<file path="src/rtl/csr_spi_pkg.sv">
// Shared opcodes, frame lengths and FSM encoding for the CSR SPI host.
package csr_spi_pkg;

  localparam logic [1:0] OP_WRITE = 2'b10;
  localparam logic [1:0] OP_READ  = 2'b01;

  localparam int WR_FRAME_BITS = 16;
  localparam int RD_FRAME_BITS = 24;

  typedef enum logic [2:0] {
    ST_IDLE     = 3'd0,
    ST_SETUP    = 3'd1,
    ST_SHIFT_LO = 3'd2,
    ST_SHIFT_HI = 3'd3,
    ST_HOLD     = 3'd4,
    ST_RECOVER  = 3'd5
  } spi_state_e;

endpackage

</file>
<file path="src/rtl/spi_sclk_gen.sv">
// Half-period counter: strobes mark the last clk cycle of each SCLK low/high phase.
module spi_sclk_gen #(
  parameter int CLK_DIV = 2
) (
  input  logic clk,
  input  logic rst,
  input  logic enable,
  output logic rise_strobe,
  output logic fall_strobe,
  output logic sample_strobe
);

  localparam int CW = (CLK_DIV > 1) ? $clog2(CLK_DIV) : 1;
  localparam logic [CW-1:0] LAST = CW'(CLK_DIV - 1);

  logic [CW-1:0] cnt;
  logic          phase;
  logic          half_end;

  assign half_end = enable && (cnt == LAST);

  // Phase restarts low whenever the frame is idle, so SETUP is always low phase cycle 0.
  always_ff @(posedge clk) begin
    if (rst || !enable) begin
      cnt   <= '0;
      phase <= 1'b0;
    end else if (cnt == LAST) begin
      cnt   <= '0;
      phase <= ~phase;
    end else begin
      cnt <= cnt + 1'b1;
    end
  end

  assign rise_strobe   = half_end && !phase;
  assign fall_strobe   = half_end && phase;
  assign sample_strobe = half_end && phase;

endmodule

</file>
<file path="src/rtl/csr_spi_host.sv">
// SPI mode-0 master issuing single CSR read/write frames from a valid/ready request.
module csr_spi_host
  import csr_spi_pkg::*;
#(
  parameter int ADDR_WIDTH = 6,
  parameter int DATA_WIDTH = 8,
  parameter int CLK_DIV    = 2
) (
  input  logic                  clk,
  input  logic                  rst,
  input  logic                  req_valid,
  output logic                  req_ready,
  input  logic                  req_write,
  input  logic [ADDR_WIDTH-1:0] req_addr,
  input  logic [DATA_WIDTH-1:0] req_wdata,
  output logic                  rsp_valid,
  output logic [DATA_WIDTH-1:0] rsp_rdata,
  output logic                  busy,
  output logic                  spi_sclk,
  output logic                  spi_cs_n,
  output logic                  spi_mosi,
  input  logic                  spi_miso
);

  localparam int FRAME_W = 2 + ADDR_WIDTH + 2 * DATA_WIDTH;

  spi_state_e            state, state_nx;
  logic [FRAME_W-1:0]    tx_sr;
  logic [DATA_WIDTH-1:0] rx_sr;
  logic [4:0]            bit_cnt;
  logic [4:0]            frame_bits;
  logic                  is_read;
  logic                  rise, fall, sample;
  logic                  accept, last_bit;

  assign accept     = req_valid && req_ready;
  assign frame_bits = is_read ? 5'(RD_FRAME_BITS) : 5'(WR_FRAME_BITS);
  assign last_bit   = (bit_cnt + 5'd1) == frame_bits;

  spi_sclk_gen #(.CLK_DIV(CLK_DIV)) u_sclk_gen (
    .clk          (clk),
    .rst          (rst),
    .enable       (state != ST_IDLE),
    .rise_strobe  (rise),
    .fall_strobe  (fall),
    .sample_strobe(sample)
  );

  always_ff @(posedge clk) begin
    state <= rst ? ST_IDLE : state_nx;
  end

  always_comb begin
    state_nx  = state;
    req_ready = 1'b0;
    busy      = 1'b1;
    spi_cs_n  = 1'b1;
    spi_sclk  = 1'b0;
    spi_mosi  = 1'b0;
    case (state)
      ST_IDLE: begin
        req_ready = 1'b1;
        busy      = 1'b0;
        if (req_valid) state_nx = ST_SETUP;
      end
      ST_SETUP, ST_SHIFT_LO: begin
        spi_cs_n = 1'b0;
        spi_mosi = tx_sr[FRAME_W-1];
        state_nx = rise ? ST_SHIFT_HI : ST_SHIFT_LO;
      end
      ST_SHIFT_HI: begin
        spi_cs_n = 1'b0;
        spi_sclk = 1'b1;
        spi_mosi = tx_sr[FRAME_W-1];
        if (fall) state_nx = last_bit ? ST_HOLD : ST_SHIFT_LO;
      end
      ST_HOLD: begin
        spi_cs_n = 1'b0;
        if (rise) state_nx = ST_RECOVER;
      end
      ST_RECOVER: begin
        if (fall) state_nx = ST_IDLE;
      end
      default: state_nx = ST_IDLE;
    endcase
  end

  always_ff @(posedge clk) begin
    if (rst) begin
      tx_sr     <= '0;
      rx_sr     <= '0;
      bit_cnt   <= '0;
      is_read   <= 1'b0;
      rsp_valid <= 1'b0;
      rsp_rdata <= '0;
    end else begin
      rsp_valid <= (state == ST_HOLD) && rise;
      if (accept) begin
        // Reads carry a zero turnaround byte and a zero capture byte.
        tx_sr   <= {req_write ? OP_WRITE : OP_READ, req_addr,
                    req_write ? req_wdata : {DATA_WIDTH{1'b0}}, {DATA_WIDTH{1'b0}}};
        is_read <= !req_write;
        bit_cnt <= '0;
      end
      if (state == ST_SHIFT_HI && sample)
        rx_sr <= {rx_sr[DATA_WIDTH-2:0], spi_miso};
      if (state == ST_SHIFT_HI && fall) begin
        tx_sr <= tx_sr << 1;
        if (bit_cnt != frame_bits) bit_cnt <= bit_cnt + 5'd1;
      end
      // Only the last byte shifted in survives in rx_sr, i.e. the capture byte.
      if (state == ST_HOLD && rise && is_read)
        rsp_rdata <= rx_sr;
    end
  end

endmodule

</file>
<file path="config.mk">
export PLATFORM = sky130hd
export DESIGN_NAME = csr_spi_host
export DESIGN_NICKNAME = d
export VERILOG_FILES = /design/src/rtl/csr_spi_pkg.sv /design/src/rtl/spi_sclk_gen.sv /design/src/rtl/csr_spi_host.sv
export SDC_FILE = /design/constraint.sdc
export NUM_CORES = 1
export LEC_CHECK = 0
export ABC_CLOCK_PERIOD_IN_PS = 1310
export BUFFER_PORTS_ARGS = -buffer_cell sky130_fd_sc_hd__buf_4
export CAP_MARGIN = 20
export CORE_MARGIN = 3
export CORE_UTILIZATION = 35
export CTS_CLUSTER_SIZE = 24
export DETAILED_ROUTE_END_ITERATION = 10
export GPL_TIMING_DRIVEN = 0
export SYNTH_ARGS = -nofsm -noshare
export SYNTH_HDL_FRONTEND = slang
export SYNTH_SLANG_ARGS = --single-unit
</file>
<file path="constraint.sdc">
create_clock -name clk -period 1.31 [get_ports clk]
set_input_delay 0.131 -clock clk [delete_from_list [all_inputs] [get_ports clk]]
set_output_delay 0.131 -clock clk [all_outputs]
set_load 0.005 [all_outputs]
</file>
### Yosys cells after proc, flatten, opt, wreduce, memory -nomap -nowiden

Index checks and enable logic that the tools add are counted.

* logic and storage cells: 62
* output and inout bits: 14
* input port bits: 19
* register bits after elaboration: 51

* reduce and logical (&&, ||, !) cells: 19
* equality and inequality tests: 11
* mux-type cells: 20
* bitwise gates (word level): 1
* add/sub/neg operators: 2

Operators with widths (count)
* $mux W24: 2
* $mux W3: 5
* $mux W5: 3
* $pmux W3 S5: 1
* $mux W8: 1
* $ne A2 B2 Y1 const B: 4
* $logic_and A1 B1 Y1: 7
* $eq A3 B2 Y1 const B: 2
* $eq A3 B3 Y1 const B: 2
* $mux W1: 6
* $add A5 B1 Y5 const B: 1
* $eq A5 B5 Y1: 1
* $ne A5 B5 Y1: 1
* $mux W4: 1
* $reduce_and A4 Y1: 1
* $reduce_or A2 Y1: 2
* $reduce_or A4 Y1: 1
* $eq A3 B1 Y1 const B: 1
* $logic_not A1 Y1: 3
* $logic_not A3 Y1: 1
* $reduce_bool A3 Y1: 1
* $reduce_or A3 Y1: 1
* $mux W2: 1
* $reduce_bool A2 Y1: 1
* other kinds (3): 3

### Longest topological paths before layout

Gate-level depths: netlist (run 1).

* depth in word-level cells: 6
* mapped depth: 7
* mapped depth without buffers: 6

### Cells and area by module

Synthesis (run 1) repeated with hierarchy kept, for this count alone.

* cells, all modules: 217
* area total of the unflattened synthesis: 1896.8 um^2

By module, submodules not included
* csr_spi_host: cells an instance 207, instances 1, area an instance 1811.7 um^2, seq. area each 840.8 um^2
* spi_sclk_gen: cells an instance 10, instances 1, area an instance 85.1 um^2, seq. area each 40.0 um^2

### Worst setup path after synthesis (run 1)

Ideal clock, no wire load.

* kind: register to register
* start: register bit_cnt[0]
* end: register state[1]
* cell stages (with the launch flop): 6
* arrival: 1.280 ns
* period minus slack after synthesis: 1.384 ns
* required time: 1.207 ns
* path slack: -0.074 ns
* setup time: 0.103 ns
* buffers on the path: 0
* path through: dfxtp_1 > ha_1 > nand3_1 > nor2_1 > mux2_4 > a2111oi_2

* longest elaborated chain between the ends: 5

Ends and longest elaborated chain
* start, declared: line csr_spi_host.sv:30 `logic [4:0] bit_cnt;`
* start signal, assigned: line csr_spi_host.sv:109 `if (bit_cnt != frame_bits) bit_cnt <= bit_cnt + 5'd1;`
* $add A5 B1 Y5: line csr_spi_host.sv:38 `assign last_bit = (bit_cnt + 5'd1) == frame_bits;`
* $eq A5 B5 Y1: line csr_spi_host.sv:38
* $mux W3 (2 in series): line csr_spi_host.sv:75 `if (fall) state_nx = last_bit ? ST_HOLD : ST_SHIFT_LO;`
* $pmux W3 S5: line csr_spi_host.sv:60 `case (state)`
* end signal, assigned: line csr_spi_host.sv:50 `state <= rst ? ST_IDLE : state_nx;`
* end, declared: line csr_spi_host.sv:27 `spi_state_e state, state_nx;`

Every way passes these cells. The select of a mux whose other input is x is not followed.
A chain may end at the register's enable or synchronous reset.

### Worst setup path after layout (run 1)

Same ends and word-level chain as after synthesis.

==> out/qor.yml, run 1 <==
tritoncts: "yes"
cap_viol_max_count: 0
antenna_found_initial: 0
synth_seq_area_share_pct: 45.04
yosysUniqueCellTypes: 41
cts_num_sinks: 44
area_contributors_post_synth: "sky130_fd_sc_hd__dfxtp_1, sky130_fd_sc_hd__mux2i_1, sky130_fd_sc_hd__a21oi_1, sky130_fd_sc_hd__nand2_1, sky130_fd_sc_hd__nor2_1"
multi_input_area_mm2: 0.001125
filler_cell_count: 488
synth_area_per_cell_um2: 8.971
dr.pass1.iters: 4
fin_crit_ps: 1390
path_max_fanout: 6
synth_largest_area_cell: "sky130_fd_sc_hd__dfxtp_1"
power.ir.vdd_worst_mv: 0.6238
initial_core_util_pct: 37.11
dr.first_iter.drc_count: 78
worst_setup_hold_path_clk_slew_ps: 80
grtUsageTotal_pct: 15.49
synthesis.instances: 218
worst_slew_pin_slew_ps: 563.6
first_global_vias: 1700
dpl.cell_count: 319
rsz0062_at_grt: "true"
insertion_delay_ps: 290
seqCellArea_um2: 904.6
die_x_um: 80.75
antenna_left: 0
detail_route.wirelength_mm: 4.729
synth_area_mm2: 0.001956
fin_setup_tns_ps: -961.0
hold_path_end: "rx_sr[0]"
core_area_mm2: 0.005270
remaining_global_route_overflow: 0
drive_above_1_share_pct: 40.22
fraction_of_the_cycle_the_final_worst_path_needs_pct: 106.1
setup_viol: 23
crit_path_end_kind: "flop"
nNetsFinal: 296
worstRegToRegCells: 4
antenna-diode-count: 0
timing.max_slew.rel_slack_pct: 62.43
timing.critical_path.arrival_ps: 1580
critical_path_start_type: "flop"
hold_path.class: "input pin to flop"
die_area_mm2: 0.006521
vias_per_cell: 5.055
critical_path.n_buffers_inverters: 0
placement_rows: 26
dieHeight_um: 80.75
whs_path_depth: 3
syn_nets: 239
io_buffer_count: 31
cpMaxStageDelayCell: "sky130_fd_sc_hd__dfxtp_4"
reg_to_reg_endpoint: "state[1]"
timing.hold.worst.start: "spi_miso"
boundaryPins: 33
areaGrowthSynthToFinish_pct: 43.12
drc: 0
cpPeakStageDelay_ps: 380
setup_slack_ps: -80.18
detailedPlacementHpwl_mm: 3.186
required_ps: 1500
worst-setup-path-type: "flop to flop"
r2r_slack_ps: -80
fin_skew_ps: 3.739
maximum_number_of_pins_on_one_net_before_global_route_repair: 14
synthesis_warning_total: 0
fin_cells: 346
clock_tree.buffer_depth: 2
route.detailed.wl_per_inst_um: 13.67
timing.final.hold_violations: 0
global_route_wire_length_before_repair_mm: 7.969
maxClockFrequency_mhz: 719.3
detailroute.via_count: 1749
numCtsBuffers: 5
static-leakage-power_nw: 1.136
cts-htree-levels: 2
synth_largest_type_area_fraction_pct: 45.04
critical_path.top_delay_family: "flip-flops"
postSynthRegisterBits: 44
failed_checks: "setup timing"
root_buffer: "sky130_fd_sc_hd__clkbuf_8"
path_cells: "ha_4 -> and4_1 -> mux2_4 -> a2111oi_4"
maxSlewViolCount: 0
start_of_the_worst_register_to_register_path: "bit_cnt[0]"
outcome: "finished with violations"
gpl.final_weighted_congestion: 0.8154
power_density_mw_per_mm2: 1011
==> flip-flops by register name (all words and copies together) (netlist names) <==
name and count:
bit_cnt 5, is_read 1, rsp_rdata 8, rsp_valid 1, rx_sr 8, state 3, tx_sr 16, u_sclk_gen.cnt 1
u_sclk_gen.phase 1
==> area by class of cell <==
| class | instances | share of cell area [%] |
|---|---|---|
| plain buffers | 13 | 4.023 |
| clock buffers | 7 | 3.487 |
| clock inverters | 1 | 0.1788 |
| inverters | 8 | 1.207 |
| multi-input cells | 151 | 40.19 |
| flip-flops and latches | 44 | 32.32 |
| well taps | 70 | 3.129 |
| repair buffers | 52 | 15.47 |
==> cells in the mapped netlist <==
library cell and instances:
sky130_fd_sc_hd__a2111oi_2 1, sky130_fd_sc_hd__a211oi_1 6, sky130_fd_sc_hd__a21oi_1 22, sky130_fd_sc_hd__a22oi_1 2
sky130_fd_sc_hd__a311oi_1 1, sky130_fd_sc_hd__a31oi_1 2, sky130_fd_sc_hd__a32oi_1 6, sky130_fd_sc_hd__and2_1 1
sky130_fd_sc_hd__and2_4 1, sky130_fd_sc_hd__and2b_1 1, sky130_fd_sc_hd__and3_1 2, sky130_fd_sc_hd__and4_1 2
sky130_fd_sc_hd__buf_2 5, sky130_fd_sc_hd__buf_4 3, sky130_fd_sc_hd__buf_6 3, sky130_fd_sc_hd__clkbuf_1 5
sky130_fd_sc_hd__dfxtp_1 44, sky130_fd_sc_hd__ha_1 2, sky130_fd_sc_hd__inv_1 8, sky130_fd_sc_hd__mux2_4 1
sky130_fd_sc_hd__mux2i_1 14, sky130_fd_sc_hd__nand2_1 27, sky130_fd_sc_hd__nand3_1 11, sky130_fd_sc_hd__nand3b_1 1
sky130_fd_sc_hd__nand4_1 1, sky130_fd_sc_hd__nand4_2 1, sky130_fd_sc_hd__nor2_1 19, sky130_fd_sc_hd__nor2_4 1
sky130_fd_sc_hd__nor2b_1 2, sky130_fd_sc_hd__nor3_1 6, sky130_fd_sc_hd__nor3b_1 2, sky130_fd_sc_hd__nor4_1 1
sky130_fd_sc_hd__nor4b_4 1, sky130_fd_sc_hd__o211a_1 1, sky130_fd_sc_hd__o211ai_1 1, sky130_fd_sc_hd__o21ai_0 4
sky130_fd_sc_hd__o221a_2 1, sky130_fd_sc_hd__o22a_1 1, sky130_fd_sc_hd__o31ai_1 1, sky130_fd_sc_hd__xnor2_1 2
sky130_fd_sc_hd__xor2_1 2
==> metal layers <==
layer / global-route usage (%) / part of all wire, %
met4: 4.054 / 1.1
met1: 20.84 / 49
met3: 3.659 / 4.0
met2: 25.00 / 46
met5: 0 / 0
==> logic make-up (layout without fill, tap and decap cells) <==
group                      count (synthesis)  in the layout  synth area share (%)
AOI/OAI and AO/OA                         49             49                 16.57
DFF                                       44             44                 45.04
xor gates and xnor gates                   4              4                 1.792
and+or+nand+nor                           80             81                 20.73
adders and majority gates                  2              2                 1.279
muxes                                     15             15                 7.933
buffers and inverters                     24             81                 6.654
==> worst register-to-register path, delay by kind of cell (launching register included) <==
family          cells  cell delay, ps
fa+ha+maj           1             180
flops               1             380
compound gates      1             300
mux                 1             290
simple gates        1             150
==> what timing repair did <==
action / in CTS / in global routing
gates resized for setup: 32 / 32
buffers inserted: 17 / 3
hold buffers: 0 / 0
endpoints found under the setup margin: 45 / 45
pin swaps: 13 / 14
cloned: 1 / 1
==> where the power goes <==
| group | internal (W) | total, W | switching [W] |
|---|---|---|---|
| combinational | 0.000262 | 0.000461 | 0.000199 |
| clock | 0.000489 | 0.000933 | 0.000443 |
| sequential | 0.00138 | 0.00144 | 0.0000554 |
| total | 0.00213 | 0.00283 | 0.000698 |
==> worst max-delay path by stage <==
stage / depth (start not counted) / to / startpoint / slack, ps
final: 4 / state[1] / bit_cnt[0] / -80
after global routing: 6 / tx_sr[15] / state[2] / -140
after CTS: 6 / spi_cs_n / state[1] / -100
after detailed placement: 5 / tx_sr[11] / u_sclk_gen.cnt / -190
after global placement: 4 / rsp_rdata[7] / u_sclk_gen.cnt / -180
after floorplan: 7 / tx_sr[10] / state[1] / -5
==> placed cells by master (no fill, tap or decap), types with 5 or more instances in the layout <==
cell | netlist | final
sky130_fd_sc_hd__nand3_1 | 11 | 9
sky130_fd_sc_hd__clkbuf_8 | 0 | 5
sky130_fd_sc_hd__a21oi_1 | 22 | 22
sky130_fd_sc_hd__clkbuf_1 | 5 | 6
sky130_fd_sc_hd__buf_6 | 3 | 13
sky130_fd_sc_hd__dfxtp_4 | 0 | 5
sky130_fd_sc_hd__dfxtp_1 | 44 | 35
sky130_fd_sc_hd__nor2_1 | 19 | 19
sky130_fd_sc_hd__nand2_1 | 27 | 24
sky130_fd_sc_hd__mux2i_1 | 14 | 12
sky130_fd_sc_hd__buf_4 | 3 | 44
==> stage by stage <==
step | setup slack (ps) | hold WS (ps) | cell area [um2] | util (%) | total power [W]
4_1_cts | -96.79 | 81.75 | 2663 | 50.52 | 0.002810
5_1_grt | -141.0 | 96.01 | 2799 | 53.11 | 0.002959
3_5_place_dp | -185.3 | 394.0 | 2311 | 43.85 | 0.001777
6_report | -80.18 | 89.62 | 2799 | 53.11 | 0.002829
3_3_place_gp | -178.1 | 386.8 | 2311 | 43.85 | 0.001773
2_1_floorplan | -5.316 | 267.0 | 1991 | - | 0.001657
(Power assumes the default switching activity.)
==> inputs of run 2 (changes only) <==
--- a/config.mk
+++ b/config.mk
@@ -10,9 +10,11 @@
 export CAP_MARGIN = 20
 export CORE_MARGIN = 3
 export CORE_UTILIZATION = 35
+export CTS_CLUSTER_DIAMETER = 40
 export CTS_CLUSTER_SIZE = 24
 export DETAILED_ROUTE_END_ITERATION = 10
 export GPL_TIMING_DRIVEN = 0
 export SYNTH_ARGS = -nofsm -noshare
 export SYNTH_HDL_FRONTEND = slang
+export SYNTH_HIERARCHICAL = 1
 export SYNTH_SLANG_ARGS = --single-unit
==> run 2 against run 1 <==
Against the previous run:
- the flow still finishes with violations (setup timing)
- clock power up 16%
- critical path depth grew 5
- worst setup slack lost 470 ps
- utilization is 0.98 points higher
- via count grew 1.6%
- synthesized cell count decreased by 0.46%
- routed wire length fell by 1.2%
- hold slack improved by 6.2 ps
- combinational power increased by 3%
- synthesized area shrank 3.0%
- sequential share of layout area shrank 0.61 points
- non-clock buffer count rose by 6
- critical path type unchanged
- largest cell class unchanged
- largest power group unchanged
==> out/qor.yml, run 2 <==
synth_largest_area_cell: "sky130_fd_sc_hd__dfxtp_1"
reg_top3: "tx_sr: 16 flops, rsp_rdata: 8 flops, rx_sr: 8 flops"
maxSlewViolCount: 0
drc: 0
dr.pass1.iters: 5
core_area_mm2: 0.005172
static-leakage-power_nw: 1.172
dr.first_iter.drc_count: 84
remaining_global_route_overflow: 0
tritoncts: "yes"
detailroute.via_count: 1777
grtUsageTotal_pct: 14.94
crit_path_end_kind: "flop"
global_route_wire_length_before_repair_mm: 7.507
most-common-layout-cells: "sky130_fd_sc_hd__buf_4, sky130_fd_sc_hd__dfxtp_1, sky130_fd_sc_hd__nor2_1"
fraction_of_registers_with_async_set_or_reset_after_synthesis_pct: 0
fin_crit_ps: 1859
rsz0062_at_grt: "true"
maxClockFrequency_mhz: 537.9
cts-htree-levels: 2
synth_seq_area_share_pct: 46.44
maximum_number_of_pins_on_one_net_before_global_route_repair: 16
boundaryPins: 33
start_of_the_worst_register_to_register_path: "state[1]"
critPathCapture: "tx_sr[23]"
syn_nets: 238
worst-setup-path-type: "flop to flop"
worst_setup_hold_path_clk_slew_ps: 90
die_area_mm2: 0.006339
cts.hold.buffers_added: 0
yosysUniqueCellTypes: 42
placement_rows: 26
timing.max_slew.rel_slack_pct: 62.39
cell_internal_pwr_w: 0.002204
antenna-diode-count: 0
timing.final.hold_violations: 0
largest-register: "tx_sr"
power_switching_share_pct: 25.96
core_util_final_pct: 54.09
worstRegToRegCells: 9
postSynthRegisterBits: 44
synth_area_mm2: 0.001897
synth_area_per_cell_um2: 8.741
area_contributors_post_synth: "sky130_fd_sc_hd__dfxtp_1, sky130_fd_sc_hd__nand2_1, sky130_fd_sc_hd__nor2_1, sky130_fd_sc_hd__mux2i_1, sky130_fd_sc_hd__a222oi_1"
antenna_found_initial: 0
die_x_um: 79.62
timing.critical_path.arrival_ps: 2040
path_max_fanout: 4
areaGrowthSynthToFinish_pct: 47.49
numCtsBuffers: 5
largest_register_ff_count: 16
gpl.final_weighted_congestion: 0.7637
required_ps: 1490
antenna_left: 0
synthesis.instances: 217
ys_top_cells_by_count: "sky130_fd_sc_hd__dfxtp_1, sky130_fd_sc_hd__nand2_1, sky130_fd_sc_hd__nor2_1, sky130_fd_sc_hd__a21oi_1, sky130_fd_sc_hd__mux2i_1"
failed_checks: "setup timing"
power_density_mw_per_mm2: 1064
setup_viol: 46
cp-startpoint: "state[1]"
leading_cell_type_by_number_of_instances_after_synthesis: "sky130_fd_sc_hd__dfxtp_1"
vias_per_cell: 5.048
initial_core_util_pct: 36.67
filler_cell_count: 465
drive_above_1_share_pct: 41.13
reg_to_reg_endpoint: "tx_sr[23]"
pwr-share-comb_pct: 15.9
nNetsFinal: 302
power.ir.vdd_worst_mv: 0.5755
mostFrequentLayoutCell: "sky130_fd_sc_hd__buf_4"
insertion_delay_ps: 300
synth_edf_count: 0
root_buffer: "sky130_fd_sc_hd__clkbuf_8"
clkPwrFrac_pct: 36.2
clock_tree.buffer_depth: 2
hold_path.class: "input pin to flop"
detailedPlacementHpwl_mm: 2.977
synth-main-ff-cell: "sky130_fd_sc_hd__dfxtp_1"
setup_slack_ps: -549.0
synth_largest_type_area_fraction_pct: 46.44
net-switching-power_w: 0.0007731
cts_num_sinks: 44
critical_path_start_type: "flop"
outcome: "finished with violations"
cap_viol_max_count: 0
worst_slew_pin_slew_ps: 564.2
fin_skew_ps: 10.87
r2r_slack_ps: -550
route.detailed.wl_per_inst_um: 13.27
first_global_vias: 1615
dieHeight_um: 79.62
power_share_of_the_sequential_group_pct: 47.9
io_buffer_count: 32
fraction_of_the_cycle_the_final_worst_path_needs_pct: 141.9
holdWs_ps: 95.86
detail_route.wirelength_mm: 4.671
synthesis_warning_total: 6
==> run 2: area by class of cell <==
cell class              count  area [um2]  share of cell area, %
clock buffers               5       68.82                  2.460
inverters                   4       15.01                 0.5367
flip-flops and latches     44       887.1                  31.71
multi-input cells         155        1107                  39.58
clock inverters             3       46.29                  1.655
plain buffers              13       112.6                  4.025
repair buffers             58       473.0                  16.91
well taps                  70       87.58                  3.131
==> run 2: cells by family after synthesis <==
family | Yosys count | synth area share [%]
AND/OR/NAND/NOR | 105 | 26.52
flip-flops | 44 | 46.44
AO/OA/AOI/OAI | 35 | 14.58
buffers and inverters | 18 | 4.551
multiplexers | 9 | 4.750
XOR/XNOR | 4 | 1.847
adder cells (fa/ha/maj) | 2 | 1.319
==> run 2: metrics by stage <==
step           area (um2)  total power (W)  cells  worst slack, ps  TNS (ps)
6_report             2798         0.002977    352           -549.0    -16340
5_1_grt              2798         0.003098    352           -624.9    -19550
4_1_cts              2589         0.002953    343           -513.3    -16520
3_5_place_dp         2300         0.001793    319           -672.3    -16460
3_3_place_gp         2300         0.001789    319           -681.3    -16260
2_1_floorplan        1972         0.001658    217           -468.3    -10710
==> run 2: critical path, cell delays in order (launching register included) <==
cell and delay, ps:
sky130_fd_sc_hd__dfxtp_2 340, sky130_fd_sc_hd__buf_6 110, sky130_fd_sc_hd__nor3_4 200, sky130_fd_sc_hd__inv_2 50
sky130_fd_sc_hd__and3_4 190, sky130_fd_sc_hd__and4b_2 260, sky130_fd_sc_hd__buf_6 140, sky130_fd_sc_hd__buf_4 130
sky130_fd_sc_hd__a221oi_2 250, sky130_fd_sc_hd__nor2_1 60
==> run 2: worst min path at each step <==
stage | endpoint | slack [ps] | from | depth (start not counted)
2_1_floorplan | rx_sr[0] | 270 | spi_miso | 2
3_3_place_gp | tx_sr[12] | 390 | req_wdata[4] | 3
3_5_place_dp | tx_sr[11] | 400 | req_wdata[3] | 3
4_1_cts | rx_sr[0] | 80 | spi_miso | 3
5_1_grt | tx_sr[15] | 90 | req_wdata[7] | 3
6_report | rx_sr[0] | 100 | spi_miso | 3
==> run 2: layer usage <==
metal  GRT usage (%)  up-vias  routed length [um]
met5               0        -                   0
met4           5.670        0                  70
met3           3.160        8                 182
met2           25.04       31                2233
met1           18.70      840                2184
li1                -      898                   -
==> run 2: repair_timing <==
| item | 4_1_cts | 5_1_grt |
|---|---|---|
| cloned | 3 | 0 |
| setup endpoints to repair | 46 | 47 |
| buffers inserted | 13 | 10 |
| resized for setup | 17 | 40 |
| pin swaps | 16 | 29 |
==> run 2: power groups by stage <==
stage	registers [W]	logic, W	clock network, W
6_report	0.00143	0.000473	0.00108
5_1_grt	0.00143	0.000519	0.00115
4_1_cts	0.00142	0.000424	0.00111
3_5_place_dp	0.00146	0.000337	0
3_3_place_gp	0.00146	0.000334	0
2_1_floorplan	0.00145	0.000212	0
==> inputs of run 3 (changes only) <==
--- a/config.mk
+++ b/config.mk
@@ -14,6 +14,7 @@
 export CTS_CLUSTER_SIZE = 24
 export DETAILED_ROUTE_END_ITERATION = 10
 export GPL_TIMING_DRIVEN = 0
+export REMOVE_ABC_BUFFERS = 1
 export SYNTH_ARGS = -nofsm -noshare
 export SYNTH_HDL_FRONTEND = slang
 export SYNTH_HIERARCHICAL = 1
==> run 3 against run 2 <==
Against the previous run:
- the flow still finishes with violations (setup timing)
- combinational power grew 37%
- non-clock buffer count rose by 5
- fmax rose by 12%
- sequential power about the same
- critical endpoint is now bit_cnt[2]
- largest power group unchanged
==> out/qor.yml, run 3 (same netlist as run 2, synthesis figures left out) <==
outcome: "finished with violations"
failed_checks: "setup timing"
dr.pass1.iters: 6
route.detailed.wl_per_inst_um: 14.57
root_buffer: "sky130_fd_sc_hd__clkbuf_8"
filler_cell_count: 436
path_cells: "nor3_4 -> inv_2 -> and3_4 -> nand4b_4 -> a311o_1 -> nor3b_2 -> a221o_1"
remaining_global_route_overflow: 0
holdWs_ps: 74.70
cpPeakStageDelay_ps: 360
detail_route.wirelength_mm: 5.231
fin_skew_ps: 6.051
core_area_mm2: 0.005172
clock_tree.buffer_depth: 2
power_density_mw_per_mm2: 1074
core_util_final_pct: 58.08
dpl_cell_area_mm2: 0.002153
gpl.final_weighted_congestion: 0.8044
insertion_delay_ps: 300
power_switching_share_pct: 24.76
timing.final.hold_violations: 0
dr.first_iter.drc_count: 176
numCtsBuffers: 5
crit_path_end_kind: "flop"
fin_cells: 359
antenna_left: 0
fraction_of_the_cycle_the_final_worst_path_needs_pct: 126.3
critical_path.top_delay_family: "simple AND/OR/NAND/NOR gates"
cts.hold.buffers_added: 0
hold_path.class: "input pin to flop"
worst-setup-path-type: "flop to flop"
antenna-diode-count: 0
io_buffer_count: 32
critical_path.n_buffers_inverters: 1
timing.critical_path.arrival_ps: 1850
path_max_fanout: 6
cell_internal_pwr_w: 0.002427
grtUsageTotal_pct: 15.22
cts_num_sinks: 44
maxClockFrequency_mhz: 604.4
initial_core_util_pct: 36.67
critical_path_start_type: "flop"
net-switching-power_w: 0.0007988
power.ir.vdd_worst_mv: 0.6154
drc: 0
reg_top3: "tx_sr: 16 flops, rsp_rdata: 8 flops, rx_sr: 8 flops"
tritoncts: "yes"
worst_setup_hold_path_clk_slew_ps: 90
boundaryPins: 33
dieHeight_um: 79.62
global_route_wire_length_before_repair_mm: 7.603
most-common-layout-cells: "sky130_fd_sc_hd__buf_4, sky130_fd_sc_hd__dfxtp_1, sky130_fd_sc_hd__nand2_1"
placement_rows: 26
worst_slew_pin_slew_ps: 498.0
pwr-share-comb_pct: 20.2
dpl.cell_count: 305
first_global_vias: 1670
detailroute.via_count: 1855
mostFrequentLayoutCell: "sky130_fd_sc_hd__buf_4"
vias_per_cell: 5.167
detailedPlacementHpwl_mm: 2.568
die_area_mm2: 0.006339
cap_viol_max_count: 0
rsz0062_at_grt: "true"
antenna_found_initial: 0
maxSlewViolCount: 0
finalInstanceArea_mm2: 0.003004
timing.max_slew.rel_slack_pct: 66.80
power_share_of_the_sequential_group_pct: 44.3
static-leakage-power_nw: 1.263
maximum_number_of_pins_on_one_net_before_global_route_repair: 44
largest-register: "tx_sr"
largest_register_ff_count: 16
cpMaxStageDelayCell: "sky130_fd_sc_hd__dfxtp_4"
clkPwrFrac_pct: 35.6
fin_crit_ps: 1655
setup_slack_ps: -344.5
die_x_um: 79.62
setup_viol: 46
cts-htree-levels: 2
place_ws_ps: -1151
drive_above_1_share_pct: 45.67
required_ps: 1500
nNetsFinal: 309
areaGrowthSynthToFinish_pct: 58.38
==> run 3: changes by cell type in the layout (fill, tap and decap cells not counted), moves of 3 or more <==
cell | previous run | this run
sky130_fd_sc_hd__clkbuf_16 | 0 | 3
sky130_fd_sc_hd__nand2_1 | 28 | 31
sky130_fd_sc_hd__nor2_1 | 31 | 24
sky130_fd_sc_hd__nor2_2 | 1 | 8
sky130_fd_sc_hd__dfxtp_4 | 1 | 4
sky130_fd_sc_hd__clkbuf_1 | 3 | 0
sky130_fd_sc_hd__buf_4 | 50 | 54
sky130_fd_sc_hd__nand2_2 | 9 | 5
==> run 3: path summary, 6_finish.rpt <==
check | to | cells past startpoint | from | slack, ps
min | rx_sr[0] | 3 | spi_miso | 70
max reg2reg | bit_cnt[2] | 7 | state[2] | -340
max | bit_cnt[2] | 7 | state[2] | -340
min reg2reg | tx_sr[8] | 2 | tx_sr[8] | 470
==> run 3: power groups by stage <==
stage | clock network, W | logic (W) | registers (W)
2_1_floorplan | 0 | 0.000149 | 0.00146
3_3_place_gp | 0 | 0.000272 | 0.00147
3_5_place_dp | 0 | 0.000274 | 0.00147
4_1_cts | 0.00116 | 0.000442 | 0.00142
5_1_grt | 0.00122 | 0.000702 | 0.00144
6_report | 0.00115 | 0.000650 | 0.00143
==> run 3: worst register-to-register path: stages (launching register included) <==
cell                       delay, ps
sky130_fd_sc_hd__dfxtp_4         360
sky130_fd_sc_hd__nor3_4          210
sky130_fd_sc_hd__inv_2            70
sky130_fd_sc_hd__and3_4          220
sky130_fd_sc_hd__nand4b_4        130
sky130_fd_sc_hd__a311o_1         230
sky130_fd_sc_hd__nor3b_2          80
sky130_fd_sc_hd__a221o_1         260
==> run 3: final cells by class <==
class | instances | area (um2) | share of cell area, %
Multi-Input combinational cell | 157 | 1159 | 38.57
Clock inverter | 1 | 30.03 | 0.9996
Clock buffer | 7 | 96.34 | 3.207
Tap cell | 70 | 87.58 | 2.915
Timing Repair Buffer | 76 | 719.4 | 23.95
Sequential cell | 44 | 897.1 | 29.86
Inverter | 4 | 15.01 | 0.4998
==> run 3: repair_timing <==
item                       in CTS  in global routing
pin swaps                      28                 28
setup buffers                  22                 21
hold endpoints to repair        0                  0
cloned                          2                  3
resized for setup              52                 42
setup endpoints to repair      47                 45
==> run 3: routing by layer <==
| metal | wire length (um) | GRT usage [%] | vias up |
|---|---|---|---|
| li1 | - | - | 914 |
| met1 | 2407 | 20.00 | 893 |
| met2 | 2528 | 24.21 | 40 |
| met3 | 216 | 3.837 | 8 |
| met4 | 79 | 5.155 | 0 |
| met5 | 0 | 0 | - |
==> run 3: metrics by stage <==
stage          setup TNS (ps)  total power [W]
6_report               -10560         0.003226
4_1_cts                 -8660         0.003026
3_3_place_gp           -31610         0.001742
2_1_floorplan          -20960         0.001607
5_1_grt                -14090         0.003360
3_5_place_dp           -32760         0.001744
